### config.mk
export PLATFORM = sky130hd
export DESIGN_NAME = note_sprite_plotter
export DESIGN_NICKNAME = d
export VERILOG_FILES = /design/src/rtl/note_sprite_plotter.sv
export SDC_FILE = /design/constraint.sdc
export NUM_CORES = 1
export LEC_CHECK = 0
export BUFFER_PORTS_ARGS = -buffer_cell sky130_fd_sc_hd__buf_2
export CAP_MARGIN = 20
export CORE_AREA = 3 3 70 99
export CTS_BUF_LIST = sky130_fd_sc_hd__clkbuf_2
export CTS_CLUSTER_SIZE = 12
export DETAILED_ROUTE_END_ITERATION = 6
export DIE_AREA = 0 0 73 102
export PLACE_DENSITY = 0.66
export SLEW_MARGIN = 20
export SYNTH_ARGS = -nofsm -noshare
export SYNTH_HDL_FRONTEND = slang
export SYNTH_SLANG_ARGS = --single-unit
export TNS_END_PERCENT = 10
### constraint.sdc
create_clock -name clk -period 3.2 [get_ports clk]
set_clock_uncertainty 0.1 [all_clocks]
set_input_delay 0.64 -clock clk [delete_from_list [all_inputs] [get_ports clk]]
set_output_delay 0.64 -clock clk [all_outputs]
set_load 0.01 [all_outputs]
### src/rtl/note_sprite_plotter.sv
// Rasterises one note-draw request into a NOTE_W x NOTE_H filled rectangle, one pixel per clk,
// clipped to the visible area. Optional NOTE_OUTLINE_EN macro paints the perimeter in white.
module note_sprite_plotter #(
  parameter int NOTE_W = 12,
  parameter int NOTE_H = 6,
  parameter int X_MAX  = 159,
  parameter int Y_MAX  = 119
) (
  input  logic       clk,
  input  logic       resetn,
  input  logic       req_valid,
  output logic       req_ready,
  input  logic [7:0] req_x,
  input  logic [6:0] req_y,
  input  logic [2:0] req_colour,
  output logic [7:0] vga_x,
  output logic [6:0] vga_y,
  output logic [2:0] vga_colour,
  output logic       vga_plot,
  output logic       busy,
  output logic       done
);

  typedef enum logic [1:0] {
    IDLE = 2'd0,
    DRAW = 2'd1,
    DONE = 2'd2
  } state_t;

  state_t     state_r;
  logic [7:0] x0_r;
  logic [6:0] y0_r;
  logic [2:0] col_r;
  logic [3:0] dx_r;
  logic [3:0] dy_r;
  logic [7:0] hold_x_r;
  logic [6:0] hold_y_r;
  logic [2:0] hold_col_r;
  logic       ready_r;
  logic       busy_r;
  logic       done_r;

  logic [8:0] sum_x_s;
  logic [7:0] sum_y_s;
  logic       draw_s;
  logic       in_view_s;
  logic [2:0] pix_col_s;

  // Pixel address, clip test and pixel colour for the current raster position
  always_comb begin
    sum_x_s   = {1'b0, x0_r} + {5'b0_0000, dx_r};
    sum_y_s   = {1'b0, y0_r} + {4'b0000, dy_r};
    draw_s    = (state_r == DRAW);
    in_view_s = (sum_x_s <= 9'(X_MAX)) && (sum_y_s <= 8'(Y_MAX));
`ifdef NOTE_OUTLINE_EN
    // Black stays black everywhere so an erase never leaves a white frame behind
    if (col_r == 3'b000) begin
      pix_col_s = 3'b000;
    end else if ((dx_r == 4'd0) || (dx_r == 4'(NOTE_W - 1)) ||
                 (dy_r == 4'd0) || (dy_r == 4'(NOTE_H - 1))) begin
      pix_col_s = 3'b111;
    end else begin
      pix_col_s = col_r;
    end
`else
    pix_col_s = col_r;
`endif
  end

  // Live pixel while drawing, otherwise the last pixel sent is held
  always_comb begin
    if (draw_s) begin
      vga_x      = sum_x_s[7:0];
      vga_y      = sum_y_s[6:0];
      vga_colour = pix_col_s;
    end else begin
      vga_x      = hold_x_r;
      vga_y      = hold_y_r;
      vga_colour = hold_col_r;
    end
    vga_plot  = draw_s && in_view_s;
    req_ready = ready_r;
    busy      = busy_r;
    done      = done_r;
  end

  // Sprite sequencer: accept, raster scan, completion pulse
  always_ff @(posedge clk) begin
    if (!resetn) begin
      state_r    <= IDLE;
      x0_r       <= 8'd0;
      y0_r       <= 7'd0;
      col_r      <= 3'd0;
      dx_r       <= 4'd0;
      dy_r       <= 4'd0;
      hold_x_r   <= 8'd0;
      hold_y_r   <= 7'd0;
      hold_col_r <= 3'd0;
      ready_r    <= 1'b0;
      busy_r     <= 1'b0;
      done_r     <= 1'b0;
    end else begin
      case (state_r)
        IDLE: begin
          done_r <= 1'b0;
          if (req_valid && ready_r) begin
            x0_r    <= req_x;
            y0_r    <= req_y;
            col_r   <= req_colour;
            dx_r    <= 4'd0;
            dy_r    <= 4'd0;
            ready_r <= 1'b0;
            busy_r  <= 1'b1;
            state_r <= DRAW;
          end else begin
            ready_r <= 1'b1;
            busy_r  <= 1'b0;
          end
        end
        DRAW: begin
          hold_x_r   <= sum_x_s[7:0];
          hold_y_r   <= sum_y_s[6:0];
          hold_col_r <= pix_col_s;
          if (dx_r == 4'(NOTE_W - 1)) begin
            dx_r <= 4'd0;
            if (dy_r == 4'(NOTE_H - 1)) begin
              done_r  <= 1'b1;
              state_r <= DONE;
            end else begin
              dy_r <= dy_r + 4'd1;
            end
          end else begin
            dx_r <= dx_r + 4'd1;
          end
        end
        DONE: begin
          done_r  <= 1'b0;
          busy_r  <= 1'b0;
          ready_r <= 1'b1;
          state_r <= IDLE;
        end
        default: begin
          done_r  <= 1'b0;
          busy_r  <= 1'b0;
          ready_r <= 1'b0;
          state_r <= IDLE;
        end
      endcase
    end
  end

endmodule

**Yosys cells after proc, flatten, opt, wreduce, memory -nomap -nowiden**

Index checks and enable logic that the tools add are counted.

- Register bits: 49
- Input port bits: 21
- Output and inout port bits: 22

- $add $sub $neg: 4
- $lt $le $gt $ge: 2
- Eq/ne operators: 8
- Multiplexer cells: 17
- Reduce and logical (&&, ||, !) cells: 11

Operators with widths:

| operator | number |
|---|---|
| $mux W4 | 4 |
| $pmux W4 S2 | 2 |
| $add A8 B4 Y9 | 1 |
| $le A9 B8 Y1 const B | 1 |
| $add A4 B1 Y4 const B | 2 |
| $add A7 B4 Y8 | 1 |
| $le A8 B7 Y1 const B | 1 |
| $mux W8 | 1 |
| $reduce_and A2 Y1 | 4 |
| $mux W7 | 1 |
| $mux W2 | 3 |
| $eq A4 B3 Y1 const B | 1 |
| $eq A4 B4 Y1 const B | 1 |
| $ne A2 B1 Y1 const B | 2 |
| $ne A2 B2 Y1 const B | 2 |
| $pmux W2 S2 | 1 |
| $reduce_and A4 Y1 | 1 |
| $logic_and A1 B1 Y1 | 3 |
| $mux W3 | 1 |
| $pmux W1 S3 | 1 |
| $reduce_and A3 Y1 | 1 |
| $eq A2 B1 Y1 const B | 1 |
| $eq A2 B2 Y1 const B | 1 |
| $logic_not A2 Y1 | 1 |
| other kinds (3) | 4 |

**Depth between registers and ports, before layout**

- Depth in word-level cells: 4
- Depth in mapped cells: 7
- Mapped depth without buffers: 7

**Least setup slack after synthesis**

OpenSTA, ideal clock, no wires.

- Path type: register -> output
- Start: register dx_r[0]
- End: output vga_plot
- Data arrival time: 2.040 ns
- Data required time: 2.460 ns
- Setup slack: 0.420 ns
- Cell stages (with the launch flop): 7
- Cells stage by stage: dfxtp_1 -> ha_1 -> fa_1 -> a211oi_1 -> nor2_1 -> o211a_1 -> nor4_1

- Word-level cells in the longest chain between the ends: 4

RTL lines:

| what | RTL line | RTL |
|---|---|---|
| start, declared | 34 | `logic [3:0] dx_r;` |
| start signal, assigned | 133 | `dx_r <= dx_r + 4'd1;` |
| $add A8 B4 Y9 | 51 | `sum_x_s = {1'b0, x0_r} + {5'b0_0000, dx_r};` |
| $le A9 B8 Y1 | 54 | `in_view_s = (sum_x_s <= 9'(X_MAX)) && (sum_y_s <= 8'(Y_MAX));` |
| $logic_and A1 B1 Y1 | 54 |  |
| $logic_and A1 B1 Y1 | 81 | `vga_plot = draw_s && in_view_s;` |
| end, declared | 19 | `output logic vga_plot,` |

Every way passes these cells.

**Worst setup path after layout**

Ends and elaborated chain as after synthesis.

==> flow_metrics.tcl <==
set metrics [dict create \
    start_util_pct 39.27 \
    startpoint "dx_r[0]" \
    reg2regPathDepth 5 \
    synth_top_family_by_area "simple AND/OR/NAND/NOR gates" \
    clock-sinks 49 \
    root_buffer "clkbuf_2" \
    holdPathStages 3 \
    cts_made_buffers 5 \
    dieArea_mm2 0.007446 \
    synth-edff-count 0 \
    place.gp.congestion 0.8655 \
    drt_iter0_drc 114 \
    path_cells "ha_4 > fa_2 > a211oi_2 > nor2_1 > o211a_1 > nor4_2 > buf_2" \
    synth_compound_area_share_pct 20.35 \
    power_leakage_nw 1.169 \
    dr.pass1.iters 4 \
    slew_viol_final 0 \
    clock_latency_ps 420 \
    crit_fanout 5 \
    muxShareOfSynthArea_pct 0.8781 \
    htree_levels 2 \
    fin_ws_ps 79.65 \
    drive_above_1_share_pct 22.45 \
    rsz0062_at_grt "yes" \
    avgSynthCellArea_um2 7.994 \
    yosys.area_share.adder_pct 7.335 \
    cp-start-kind "flop" \
    track_usage_pct 16.11 \
    slew_headroom_pct 51.55 \
    crit_slowest_cell "fa_2" \
    grt_pass1_vias 2081 \
    ys_seq_elements 49 \
    vias 2228 \
    dpl.hpwl_mm 4.135 \
    pre_cts_slack_ps 265.1 \
    synth_cell_types 49 \
    wire_per_inst_um 13.95 \
    ys_top_cells_by_area "dfxtp_1 40%, nand2_1 11%, a21oi_1 8.3%" \
    die-height_um 102 \
    finalCritPeriodShare_pct 97.51 \
    final_antenna_net_count 0 \
    r2r-start "state_r[1]" \
    cp.required_ps 2460 \
    ys.flop_type "dfxtp_1" \
    n_antenna_cell 0 \
    clk_pin_slew_worst_paths_ps 240 \
    grt_first_pass_wirelength_mm 9.418 \
    dieWidth_um 73 \
    num-nets-final 376 \
    cp-end-kind "primary output" \
    synth_top_area_share_pct 40.50 \
    overflow 0 \
    fin_tns_setup_ps 0 \
    cts_buffer_depth 2 \
    syn_inst 303 \
    nFillCells 609 \
    post-route-min-period_ps 3120 \
    setup_violations 0 \
    worstSetupPathType "reg2out" \
    synth_area_leader_cell "dfxtp_1" \
    clock.fmax_mhz 320.5 \
    syn_area_mm2 0.002422 \
    crit_arrival_ps 2380 \
    worstReg2RegEnd "dy_r[3]" \
    yosysMostFrequentCell "nand2_1" \
    max_stage_delay_ps 420 \
    regToRegSetupSlack_ps 1010 \
    yosysWarnings 0 \
    tightest_slew_ps 725.9 \
    antenna_found_initial 0 \
    ys_seq_area_share_pct 40.50 \
    hold_violations 0 \
    port-buffer-count 42 \
    drc 0 \
    synthToLayoutAreaGrowth_pct 17.25 \
    peakVddDrop_v 0.0001944 \
    viasPerCell 5.369 \
    synthXorXnorAreaFrac_pct 1.446 \
    synth_nets 337 \
    async_reset_ff_share_pct 0 \
    io-pin-count 43 \
    tritoncts "done" \
    power.density_mw_per_mm2 402.6 \
    outcome "finished, final reports clean" \
    cap_viol_max_count 0 \
    drt_wl_total_mm 5.790 \
    cts_hold_buf 0 \
    cp-endpoint "vga_plot" \
    fp-row-count 34 \
    grt_max_degree 25 \
    hold_class "in2reg" \
    core_mm2 0.006168 \
    synth-simple-area-share_pct 25.46 \
    synth_commonest_cells "69 x nand2_1, 49 x dfxtp_1, 40 x a21oi_1" \
]
-- worst max-delay path: cells and delay by family, from the launching register on --
kind | cells | cell delay, ps
and+or+nand+nor | 2 | 300
buffers and inverters | 1 | 170
adders and majority gates | 2 | 590
AOI/OAI and AO/OA | 2 | 500
DFF | 1 | 400
-- through the flow --
stage	std cells	utilization, %	instance area [um2]	hold WS [ps]	total power (W)
3_3_place_gp	404	43.53	2685	344.2	0.0008200
5_1_grt	415	46.04	2840	278.5	0.001200
2_1_floorplan	303	-	2422	336.6	0.0007656
3_5_place_dp	404	43.53	2685	348.8	0.0008237
4_1_cts	414	45.05	2779	290.6	0.001152
6_report	415	46.04	2840	310.7	0.001143
-- placed cells by master, fill, tap and decap left out, types with 2 or more instances in the layout --
cell	n
xor2_1	2
dfxtp_2	2
o21ai_0	12
nand3b_1	2
buf_4	7
nor3_1	4
clkbuf_2	6
and3_1	4
xnor2_1	2
inv_1	8
a21o_1	4
dfxtp_1	46
a211oi_2	3
a21oi_1	39
nand2_1	69
ha_1	9
o31ai_1	4
nor2_1	12
nand2b_1	3
and2_1	5
nand3_1	8
a211oi_1	5
or3_1	5
buf_2	42
nor3b_1	4
fa_2	2
a31oi_1	3
-- how the worst min path moves through the flow --
stage	slack, ps	from	to
global placement	340	col_r[2]	col_r[2]
global route	280	req_y[3]	y0_r[3]
detailed placement	350	col_r[0]	col_r[0]
finish	310	req_x[2]	x0_r[2]
CTS	290	req_x[2]	x0_r[2]
floorplan	340	col_r[0]	col_r[0]
-- report_power, final --
part	switching (W)	leakage, nW	internal [W]	total [W]
sequential	0.0000199	0.399	0.000635	0.000655
combinational	0.0000989	0.729	0.0000613	0.000160
clock	0.000195	0.0406	0.000133	0.000328
total	0.000314	1.17	0.000830	0.00114
-- layout make-up --
| class | count | area [um2] | area share, % |
|---|---|---|---|
| Clock buffer | 6 | 30.03 | 1.057 |
| Clock inverter | 2 | 33.78 | 1.189 |
| Inverter | 8 | 30.03 | 1.057 |
| Multi-Input combinational cell | 229 | 1406 | 49.52 |
| Sequential cell | 49 | 987.2 | 34.76 |
| Tap cell | 72 | 90.09 | 3.172 |
| Timing Repair Buffer | 49 | 262.8 | 9.251 |
-- state kept, by name (all words and copies together), names as in the netlist, 3 cells and up --
signal	cells
dy_r	4
hold_y_r	7
hold_x_r	8
x0_r	8
y0_r	7
hold_col_r	3
dx_r	4
col_r	3
-- cell families (layout without fill, tap and decap cells) --
group,count (synthesis),in the layout
AO/OA/AOI/OAI,82,82
XOR/XNOR,4,4
adder cells (fa/ha/maj),13,13
buffers and inverters,25,65
flip-flops,49,49
multiplexers,2,2
AND/OR/NAND/NOR,128,128
-- metal layers --
layer / track usage (%) / routed length [um]
met1: 18.04 / 2355
met2: 29.50 / 3095
met3: 2.461 / 160
met4: 6.960 / 178
met5: 0 / 0
-- what timing repair did --
| item | 4_1_cts | 5_1_grt |
|---|---|---|
| buffers inserted | 2 | 1 |
| resized for setup | 8 | 12 |
| pin swaps | 2 | 6 |
| endpoints found under the setup margin | 5 | 5 |
| hold endpoints to repair | 0 | 0 |
Power figures use the tool's default switching activity.
